--- src/rtl/freq_meter.sv ---
// -----------------------------------------------------------------------------
// freq_meter
//   Gated frequency counter for a 10-bit offset-binary waveform (midscale 512).
//   A level detector turns the sample stream into a logic level "hi". Every
//   0->1 transition of hi inside a gate window is counted. At the end of each
//   window the count passes through a two-stage pipeline: latch, then scale to
//   Hz and saturate. The next window starts on the following cycle, so there
//   are no dead cycles between windows.
//
//   Optional feature macro: FREQ_METER_HYST_EN
//     defined   -> hi is set at sample >= 512+HYST and cleared at
//                  sample < 512-HYST; it holds between the two thresholds.
//     undefined -> hi = (sample >= 512) on every qualified sample, and HYST
//                  is ignored.
//
// Parameters
//   GATE_LONG   window length in CLK_fc cycles when gate_sel=0 (result x1)
//   GATE_SHORT  window length in CLK_fc cycles when gate_sel=1 (result x10)
//   HYST        hysteresis half-width in LSB around midscale
//
// Ports
//   CLK_fc        in   sample clock, rising edge
//   RST           in   synchronous active-low reset, has priority over all
//   enable        in   1 = measure continuously, 0 = halt
//   sample[9:0]   in   offset-binary waveform sample
//   sample_valid  in   sample qualifier
//   gate_sel      in   window length select, sampled at each window start
//   f_meas[17:0]  out  measured frequency in Hz (saturates at 262143)
//   f_valid       out  one-cycle pulse when f_meas/overflow update
//   overflow      out  last result was saturated
// -----------------------------------------------------------------------------
module freq_meter #(
  parameter int GATE_LONG  = 50_000_000,
  parameter int GATE_SHORT = 5_000_000,
  parameter int HYST       = 16
) (
  input  logic        CLK_fc,
  input  logic        RST,
  input  logic        enable,
  input  logic [9:0]  sample,
  input  logic        sample_valid,
  input  logic        gate_sel,
  output logic [17:0] f_meas,
  output logic        f_valid,
  output logic        overflow
);

  localparam int GMAX = (GATE_LONG > GATE_SHORT) ? GATE_LONG : GATE_SHORT;
  localparam int CW   = $clog2(GMAX) + 1;
  localparam logic [CW-1:0] LONG_LAST  = CW'(GATE_LONG - 1);
  localparam logic [CW-1:0] SHORT_LAST = CW'(GATE_SHORT - 1);
  localparam logic [CW-1:0] CW_ONE     = CW'(1);
  localparam logic [18:0]   CNT_MAX    = 19'h7FFFF;
  localparam logic [22:0]   F_MAX      = 23'd262143;

`ifdef FREQ_METER_HYST_EN
  localparam int HYS_EFF = HYST;
`else
  // Both thresholds collapse onto midscale, so the comparator below reduces
  // to a plain sample >= 512 test.
  localparam int HYS_EFF = 0 * HYST;
`endif
  localparam logic [10:0] HI_TH = 11'(512 + HYS_EFF);
  localparam logic [10:0] LO_TH = 11'(512 - HYS_EFF);

  typedef enum logic {
    IDLE = 1'b0,
    GATE = 1'b1
  } state_t;

  state_t        state_r;
  state_t        state_nxt_s;
  logic          hi_r;
  logic          hi_nxt_s;
  logic          rise_s;
  logic [CW-1:0] win_cnt_r;
  logic [18:0]   rise_cnt_r;
  logic [18:0]   rise_sum_s;
  logic          gsel_r;
  logic          last_s;
  logic          s1_valid_r;
  logic [18:0]   s1_cnt_r;
  logic          s1_sel_r;
  logic [22:0]   scaled_s;

  // Level detector: next value of hi from the qualified sample
  always_comb begin
    hi_nxt_s = hi_r;
    if (sample_valid) begin
      if ({1'b0, sample} >= HI_TH) begin
        hi_nxt_s = 1'b1;
      end else if ({1'b0, sample} < LO_TH) begin
        hi_nxt_s = 1'b0;
      end else begin
        hi_nxt_s = hi_r;
      end
    end else begin
      hi_nxt_s = hi_r;
    end
  end

  // A rise is flagged in the cycle whose sample takes hi from 0 to 1
  assign rise_s = hi_nxt_s & ~hi_r;

  // Rise count including this cycle's event, saturating at 19 bits
  assign rise_sum_s = (rise_s && (rise_cnt_r != CNT_MAX)) ? (rise_cnt_r + 19'd1) : rise_cnt_r;

  // Final cycle (N-1) of the running window
  assign last_s = (state_r == GATE) &&
                  (win_cnt_r == (gsel_r ? SHORT_LAST : LONG_LAST));

  // Level state register
  always_ff @(posedge CLK_fc) begin
    if (!RST) begin
      hi_r <= 1'b0;
    end else begin
      hi_r <= hi_nxt_s;
    end
  end

  // FSM next-state logic
  always_comb begin
    state_nxt_s = state_r;
    case (state_r)
      IDLE: begin
        if (enable) state_nxt_s = GATE;
        else        state_nxt_s = IDLE;
      end
      GATE: begin
        if (enable) state_nxt_s = GATE;
        else        state_nxt_s = IDLE;
      end
      default: state_nxt_s = IDLE;
    endcase
  end

  // FSM state register
  always_ff @(posedge CLK_fc) begin
    if (!RST) begin
      state_r <= IDLE;
    end else begin
      state_r <= state_nxt_s;
    end
  end

  // Window cycle counter, rise counter and per-window gate_sel latch.
  // A window starts on the edge leaving IDLE or on the edge after cycle N-1;
  // gate_sel is captured on that same edge.
  always_ff @(posedge CLK_fc) begin
    if (!RST) begin
      win_cnt_r  <= '0;
      rise_cnt_r <= 19'd0;
      gsel_r     <= 1'b0;
    end else if (!enable) begin
      win_cnt_r  <= '0;
      rise_cnt_r <= 19'd0;
    end else if ((state_r == IDLE) || last_s) begin
      win_cnt_r  <= '0;
      rise_cnt_r <= 19'd0;
      gsel_r     <= gate_sel;
    end else begin
      win_cnt_r  <= win_cnt_r + CW_ONE;
      rise_cnt_r <= rise_sum_s;
    end
  end

  // Stage 1: capture the finished window's count (including a rise on N-1)
  always_ff @(posedge CLK_fc) begin
    if (!RST) begin
      s1_valid_r <= 1'b0;
      s1_cnt_r   <= 19'd0;
      s1_sel_r   <= 1'b0;
    end else if (!enable) begin
      s1_valid_r <= 1'b0;
      s1_cnt_r   <= 19'd0;
      s1_sel_r   <= 1'b0;
    end else if (last_s) begin
      s1_valid_r <= 1'b1;
      s1_cnt_r   <= rise_sum_s;
      s1_sel_r   <= gsel_r;
    end else begin
      s1_valid_r <= 1'b0;
    end
  end

  // Scale to Hz: x10 as (c<<3)+(c<<1) for the short gate, x1 for the long gate
  always_comb begin
    scaled_s = {4'd0, s1_cnt_r};
    if (s1_sel_r) begin
      scaled_s = ({4'd0, s1_cnt_r} << 3) + ({4'd0, s1_cnt_r} << 1);
    end else begin
      scaled_s = {4'd0, s1_cnt_r};
    end
  end

  // Stage 2: saturate and publish; outputs hold while halted
  always_ff @(posedge CLK_fc) begin
    if (!RST) begin
      f_meas   <= 18'd0;
      f_valid  <= 1'b0;
      overflow <= 1'b0;
    end else if (enable && s1_valid_r) begin
      f_valid <= 1'b1;
      if (scaled_s > F_MAX) begin
        f_meas   <= 18'h3FFFF;
        overflow <= 1'b1;
      end else begin
        f_meas   <= scaled_s[17:0];
        overflow <= 1'b0;
      end
    end else begin
      f_valid <= 1'b0;
    end
  end

endmodule

--- config.mk ---
export PLATFORM = sky130hd
export DESIGN_NAME = freq_meter
export DESIGN_NICKNAME = d
export VERILOG_FILES = /design/src/rtl/freq_meter.sv
export SDC_FILE = /design/constraint.sdc
export NUM_CORES = 1
export LEC_CHECK = 0
export CORE_ASPECT_RATIO = 0.6
export CORE_MARGIN = 2
export CORE_UTILIZATION = 59
export CTS_BUF_LIST = sky130_fd_sc_hd__clkbuf_8 sky130_fd_sc_hd__clkbuf_16
export CTS_CLUSTER_SIZE = 12
export DETAILED_ROUTE_END_ITERATION = 10
export GPL_ROUTABILITY_DRIVEN = 0
export PLACE_DENSITY = 0.8
export SLEW_MARGIN = 5
export SYNTH_ARGS = -nofsm -noshare
export SYNTH_HDL_FRONTEND = slang
export SYNTH_SLANG_ARGS = --single-unit
export TNS_END_PERCENT = 30
--- constraint.sdc ---
create_clock -name CLK_fc -period 3.4 [get_ports CLK_fc]
set_input_delay 0.34 -clock CLK_fc [delete_from_list [all_inputs] [get_ports CLK_fc]]
set_output_delay 0.34 -clock CLK_fc [all_outputs]
set_load 0.005 [all_outputs]
# Word-level counts from Yosys, hierarchy flattened
# Cells that the tools add are included.
[word_totals] output_inout_bits=20 word_cells=42 register_bits=90 inputBits=15
[classes] order_cmp=3 bitwise=5 n_reduce_logical=7 n_addsub=3 n_eq_ne=2 mux=11
[ops] op="adder 27 x 1 -> 27 bit (second input constant)" count=1
[ops] op="equality test 27 x 26 -> 1 bit" count=1
[ops] op="two-way mux 26 bit" count=1
[ops] op="adder 22 x 20 -> 23 bit" count=1
[ops] op="greater-than comparator 23 x 18 -> 1 bit (second input constant)" count=1
[ops] op="two-way mux 23 bit" count=1
[ops] op="adder 19 x 1 -> 19 bit (second input constant)" count=1
[ops] op="two-way mux 19 bit" count=1
[ops] op="inequality test 19 bit (second input constant)" count=1
[ops] op="two-way mux 18 bit" count=1
[ops] op=">= comparator 10 bit (second input constant)" count=1
[ops] op="less-than comparator 10 bit (second input constant)" count=1
[ops] op="two-way mux 1 bit" count=7
[ops] op="NOT 1 bit" count=4
[ops] op="AND reduction 2 bit" count=2
[ops] op="logical AND 1 bit" count=3
[ops] op="OR reduction 3 bit" count=1
[ops] op="AND 1 bit" count=1
[ops] op="logical OR 1 bit" count=1

# Logic depth before layout (Yosys ltp)
[logic_depth] ltp_word=7 depth_mapped=11 ltp_nobuf=10

# Worst setup path before layout
# OpenSTA, ideal clock, no wires.
[synth_timing] kind="reg2reg" start="reg s1_cnt_r[2]" end="reg f_meas[10]" arrival_time_ns=2.503 path_stages_with_launch=12 required_time_ns=3.264 slack_ns=0.760 synth_period_minus_slack_ns=2.640 setup_time_ns=0.136 n_path_buf=1 cell_sequence="dfxtp_1 > ha_1 > inv_1 > fa_1 > nand2b_1 > a21oi_1 > o21ai_0 > a21oi_1 > xor2_1 > o21ai_1 > clkbuf_1 > a31oi_1"
[synth_via] elab_chain_len=4
[synth_rtl] element="start, declared" line="82" text="logic [18:0] s1_cnt_r;"
[synth_rtl] element="start signal, assigned" line="179" text="s1_cnt_r <= rise_sum_s;"
[synth_rtl] element="adder 22 x 20 -> 23 bit" line="190" text="scaled_s = ({4'd0, s1_cnt_r} << 3) + ({4'd0, s1_cnt_r} << 1);"
[synth_rtl] element="two-way mux 23 bit (*)" line="189" text="if (s1_sel_r) begin"
[synth_rtl] element="greater-than comparator 23 x 18 -> 1 bit" line="204" text="if (scaled_s > F_MAX) begin"
[synth_rtl] element="two-way mux 18 bit (*)" line="204"
[synth_rtl] element="end signal, assigned" line="208" text="f_meas <= scaled_s[17:0];"
[synth_rtl] element="end, declared" line="43" text="output logic [17:0] f_meas,"
# Mark *: on every way between the ends. The rest lies on a longest branch, timed or not.
# A chain may end at the register's enable or synchronous reset.

# Worst setup path after layout
# Ends and elaborated chain as after synthesis.

==> run summary <==
Most common cell after layout, fill and taps aside - dfxtp_1
Pwr per Cell Area - 382 nW/µm²
Static Leak - 1.95 nW
CTS Buffer Depth - 2
Core ar. - 7820 µm²
Placed cell area - 5070 µm²
Syn Inst Count - 560
Clk root buf - clkbuf_16
Vias - 4211
Overflow after GRT - 0
Post-route minimum period - 2.80 ns
R2R setup slack - 0.60 ns
Critical path's largest stage delay - 0.43 ns
Measured slew at the worst slew-check pin - 0.647 ns
Worst-path clk slew - 0.06 ns
GRT Overall Usage - 27.1%
Combinational cell fraction of total power - 1.5%
Hold Worst Slack - 0.487 ns
Rel. slew slack - 56.5%
Critical path arrival - 3.01 ns
Status - finished clean
H-tree depth - 3
Post-route ant nets - 0
Peak supply drop - 0.000232 V
Internal power - 0.00163 W
Clock Skew - 0.00682 ns
Seq/Total Area, Yosys - 38.0%
Vias in the first global route - 3906
Min-Delay Path Class - flip-flop to flip-flop
Switch Pwr - 0.000415 W
# clock sinks - 90
Starting DRC count in detailed routing - 432
Worst R2R Path Depth - 11
Post-synth EDFFs - 0
Number of hold buffers added after CTS - 0
Crit path max fanout - 19
DRC Markers - 0
Met2 Track Usage GR - 41.8%
Worst r2r dst - f_meas[10]$_SDFFE_PN0P_
Final instance area - 5360 µm²
Yosys reg bits - 90
Reg power frac - 51.8%
Slowest CP cell - dfxtp_1
Dpl hpwl - 8190 µm
Final setup violation count - 0
Drt total wl - 11300 µm
Worst Setup SP - s1_cnt_r[2]$_SDFFE_PN0P_
Fillcell total - 617
Global-route wire length before repair - 18900 µm
Syn_nets - 595
Hold depth - 1
Postcts setup bufs - 0
Largest net degree at the start of global routing - 47
Ys async rst share - 0%
Port buffer count - 25
CP cell instances - ha_1, inv_1, fa_1, nand2b_1, a21oi_1, o211ai_1, nand3_1, nand3_1, a311oi_4, buf_4, a31oi_1
Setup TNS - 0 ns
Num ports - 35
Share of cells above drive strength 1 - 5.28%
Final Cycle Share - 82.5%
Pre-antenna DRT Iters - 5
Die area - 8790 µm²
Gr busiest metal - met2
Kind of critical path - flip-flop to flip-flop
Worst setup EP type - flip-flop
RSZ-0062 raised after global routing - false
Most frequent cells in the layout - dfxtp_1 (90), nor2_1 (76), nand2_1 (46)
Die width - 120 µm
Maximum clock frequency - 357 MHz
Initial antenna violation count - 0
YS warnings - 0
Crit path to - f_meas[10]$_SDFFE_PN0P_
M1 GR Usage - 38.6%
Max-slew violations - 0
# resized after CTS - 0
Initial core utilization - 60.6%
Crit-path most repeated cell - nand3_1
Final hold viol count - 0
Mapped Area - 4740 µm²
Rows - 25
Yosys cell types - 54
Avg WL per Cell - 16.2 µm
Worst Setup Start Kind - flip-flop
FF-to-FF Start - s1_cnt_r[2]$_SDFFE_PN0P_
Crit path required time - 3.61 ns
Main flop type after synthesis - dfxtp_1
Worst skew pair latency - 0.34 ns
Antenna diode count - 0
Nets - 617
Syn avg cell area - 8.46 µm²
Max Cap Viol - 0
Layout Area Growth over Synthesis - 13.1%
Clock Power Share - 46.7%
M3 GR Usage - 6.68%
CTS Buf Count - 9
Height of the chip - 73.4 µm
DR vias/cell - 6.06
CTS tree - built
Switching share of total power - 20.3%
[stage by stage]
step                      power, W  std cells  setup WS (ns)  utilization [%]
after floorplan            0.00110        560          0.760                -
after global placement     0.00111        679          0.719             64.8
after detailed placement   0.00111        679          0.667             64.8
after CTS                  0.00206        695          0.645             68.5
after global routing       0.00211        695          0.375             68.5
final                      0.00205        695          0.596             68.5
[critical path: cells and delay by family (launching register included)]
kind | cells | cell delay, ns
compound gates | 4 | 0.86
fa+ha+maj | 2 | 0.61
buf+inv | 2 | 0.32
flops | 1 | 0.43
simple gates | 3 | 0.45
[Yosys cell counts, drive strengths merged (3+ instances only)]
cell type / n / area share [%]
mux2i: 15 / 3.2
or2: 3 / 0.40
nand4: 11 / 1.5
nand2: 46 / 3.6
a21oi: 30 / 3.2
buf: 11 / 1.5
nor4b: 3 / 0.55
and2: 3 / 0.40
o211ai: 3 / 0.48
nor4: 4 / 0.53
ha: 19 / 5.0
clkbuf: 11 / 0.87
and3: 14 / 1.8
xor2: 33 / 6.1
a31oi: 22 / 2.9
inv: 7 / 0.55
a211oi: 13 / 2.5
a21o: 9 / 1.4
and4: 6 / 1.1
o21ai: 39 / 4.1
nor2: 76 / 6.0
nor3: 11 / 1.2
nand3: 24 / 2.5
nand2b: 9 / 1.2
dfxtp: 90 / 38
xnor2: 21 / 3.9
[logic make-up (layout without fill, tap and decap cells)]
group / Yosys count / after routing / synth area share [%]
muxes: 15 / 15 / 3.17
DFF: 90 / 90 / 38.0
adders and majority gates: 20 / 20 / 5.44
buffers and inverters: 30 / 57 / 3.01
and+or+nand+nor: 218 / 218 / 22.2
AOI/OAI and AO/OA: 133 / 133 / 18.2
xor gates and xnor gates: 54 / 54 / 9.98
[worst min-delay path by stage]
stage,from,to,slack (ns)
floorplan,win_cnt_r[0]$_SDFF_PP0_,win_cnt_r[0]$_SDFF_PP0_,0.44
global placement,win_cnt_r[0]$_SDFF_PP0_,win_cnt_r[0]$_SDFF_PP0_,0.46
detailed placement,win_cnt_r[0]$_SDFF_PP0_,win_cnt_r[0]$_SDFF_PP0_,0.48
CTS,win_cnt_r[0]$_SDFF_PP0_,win_cnt_r[0]$_SDFF_PP0_,0.49
global route,win_cnt_r[0]$_SDFF_PP0_,win_cnt_r[0]$_SDFF_PP0_,0.51
finish,win_cnt_r[0]$_SDFF_PP0_,win_cnt_r[0]$_SDFF_PP0_,0.49
[per-layer routing]
metal	wire, µm	vias up
met2	4740	165
met4	101	0
met5	0	-
li1	-	2060
met1	5510	1970
met3	903	16
[power groups by stage]
stage	Combinational [W]	Sequential [W]	Clock [W]
after floorplan	0.0000180	0.00108	0
after global placement	0.0000295	0.00108	0
after detailed placement	0.0000304	0.00108	0
after CTS	0.0000307	0.00106	0.000968
after global routing	0.0000339	0.00106	0.00101
final	0.0000309	0.00106	0.000955
[final cells by class]
cell class	instances	area [µm²]	area share, %
multi-input cells	440	2790	52.1
clock buffers	9	225	4.20
repair buffers	33	310	5.79
clock inverters	7	62.6	1.17
inverters	8	30.0	0.560
well taps	108	135	2.52
flip-flops and latches	90	1800	33.6
[sequential cells by signal, indices dropped and copies added (netlist names)]
signal      cells
s1_cnt_r       19
overflow        1
s1_sel_r        1
s1_valid_r      1
rise_cnt_r     19
f_valid         1
f_meas         18
hi_r            1
gsel_r          1
win_cnt_r      27
state_r         1
No activity file was read; power rests on OpenSTA's default activity.
==> variant: new RTL, same flow settings <==
The parameter `GATE_SHORT` goes from 5_000_000 to 2_500_000.
--- a/src/rtl/freq_meter.sv
+++ b/src/rtl/freq_meter.sv
@@ -32,5 +32,5 @@
 module freq_meter #(
   parameter int GATE_LONG  = 50_000_000,
-  parameter int GATE_SHORT = 5_000_000,
+  parameter int GATE_SHORT = 2_500_000,
   parameter int HYST       = 16
 ) (
Formal check against the unedited RTL: same outputs for any inputs over 10 cycles, from zero or initial values and one cycle with RST low; that may be too few to reach the edited logic, so the function may still have changed.
==> variant against the original RTL <==
Clock skew shrank 0.00055 ns. Non-clock buffer count shrank 1. Die area shrank 0.63%. Sequential cell count is the same. Design area shrank 1.3%. Clock power grew 4.2%. Synthesized area shrank 0.66%. Combinational power shrank 5%. Wire length grew 3.0%. Total power grew 1.9%. Worst setup slack lost 0.45 ns.
==> variant: results (changes against the original RTL) <==
.. list-table::
   :header-rows: 1

   * - Metric
     - Value
   * - Run status
     - finished clean (unchanged)
   * - Met2 demand-to-capacity share in global routing
     - 39.1% (was 41.8%)
   * - Setup crit end
     - f_meas[1] (was f_meas[10])
   * - Critical-path top delay cell
     - a2111oi_4 (was dfxtp_1)
   * - Signal inverters
     - 14 (was 8)
   * - Max Clock Skew
     - 0.00627 ns (was 0.00682 ns)
   * - Share of total power consumed by net switching
     - 20.8% (was 20.3%)
   * - Clock buffer and inverter area fraction after layout
     - 5.61% (was 5.37%)
   * - Crit-path max FO
     - 6 (was 19)
   * - Count of clock-net buffers in the final layout
     - 10 (was 9)
   * - Count of multi-input gates
     - 426 (was 440)
   * - Peak per-stage delay on the critical path
     - 0.58 ns (was 0.43 ns)
   * - Top cells by area in the synthesized netlist
     - dfxtp_1 38%, nor2_1 7.3%, xor2_1 5.4% (was dfxtp_1 38%, xor2_1 6.1%, nor2_1 6.0%)
   * - FFs & Latches
     - 90 (unchanged)
   * - Via count of the first global-routing pass
     - 3,598 (was 3,906)
   * - Fill cells
     - 627 (was 617)
   * - Cell variety after synth
     - 60 (was 54)
   * - Worst-case reg-to-reg path depth
     - 9 (was 11)
   * - Share of the synthesized area in compound gates (AO/OA/AOI/OAI)
     - 17.6% (was 18.2%)
   * - Fraction of layout cells with a size suffix above 1
     - 7.09% (was 5.28%)
   * - Power in combinational cells
     - 0.0000293 W (was 0.0000309 W)
   * - Peak supply drop
     - 0.000294 V (was 0.000232 V)
   * - Footprint of the multi-input gates
     - 0.00270 sq mm (was 0.00279 sq mm)
   * - Fraction of synthesized area in multiplexers
     - 0.638% (was 3.17%)
   * - Data arrival time of the critical path
     - 3.48 ns (was 3.01 ns)
   * - Global routing met1 resource utilization
     - 38.9% (was 38.6%)
   * - Top cells by instance count after synthesis
     - 92 x nor2_1, 90 x dfxtp_1, 43 x nand2_1 (was 90 x dfxtp_1, 76 x nor2_1, 46 x nand2_1)
   * - Reg-to-Reg Start
     - s1_cnt_r[4] (was s1_cnt_r[2])
   * - Sequential power share
     - 50.8% (was 51.8%)
-- variant: changes by cell type in the layout (fill, tap and decap cells not counted), moves of 6 or more --
| cell | delta |
|---|---|
| a21oi_2 | +9 |
| a31oi_1 | -19 |
| mux2i_1 | -12 |
| nor2_1 | +16 |
| o21ai_0 | -16 |
| o221ai_1 | +15 |
| xnor2_1 | +6 |
-- variant: metrics by stage --
| step | instances | instance area [sq um] | power (W) | hold slack (ns) | setup WS [ns] |
|---|---|---|---|---|---|
| floorplan | 553 | 4710 | 0.00110 | 0.430 | 0.508 |
| global placement | 669 | 4980 | 0.00111 | 0.442 | 0.318 |
| detailed placement | 669 | 4980 | 0.00111 | 0.455 | 0.213 |
| CTS | 685 | 5280 | 0.00210 | 0.469 | 0.196 |
| global route | 686 | 5290 | 0.00214 | 0.490 | 0.00710 |
| finish | 686 | 5290 | 0.00208 | 0.462 | 0.149 |
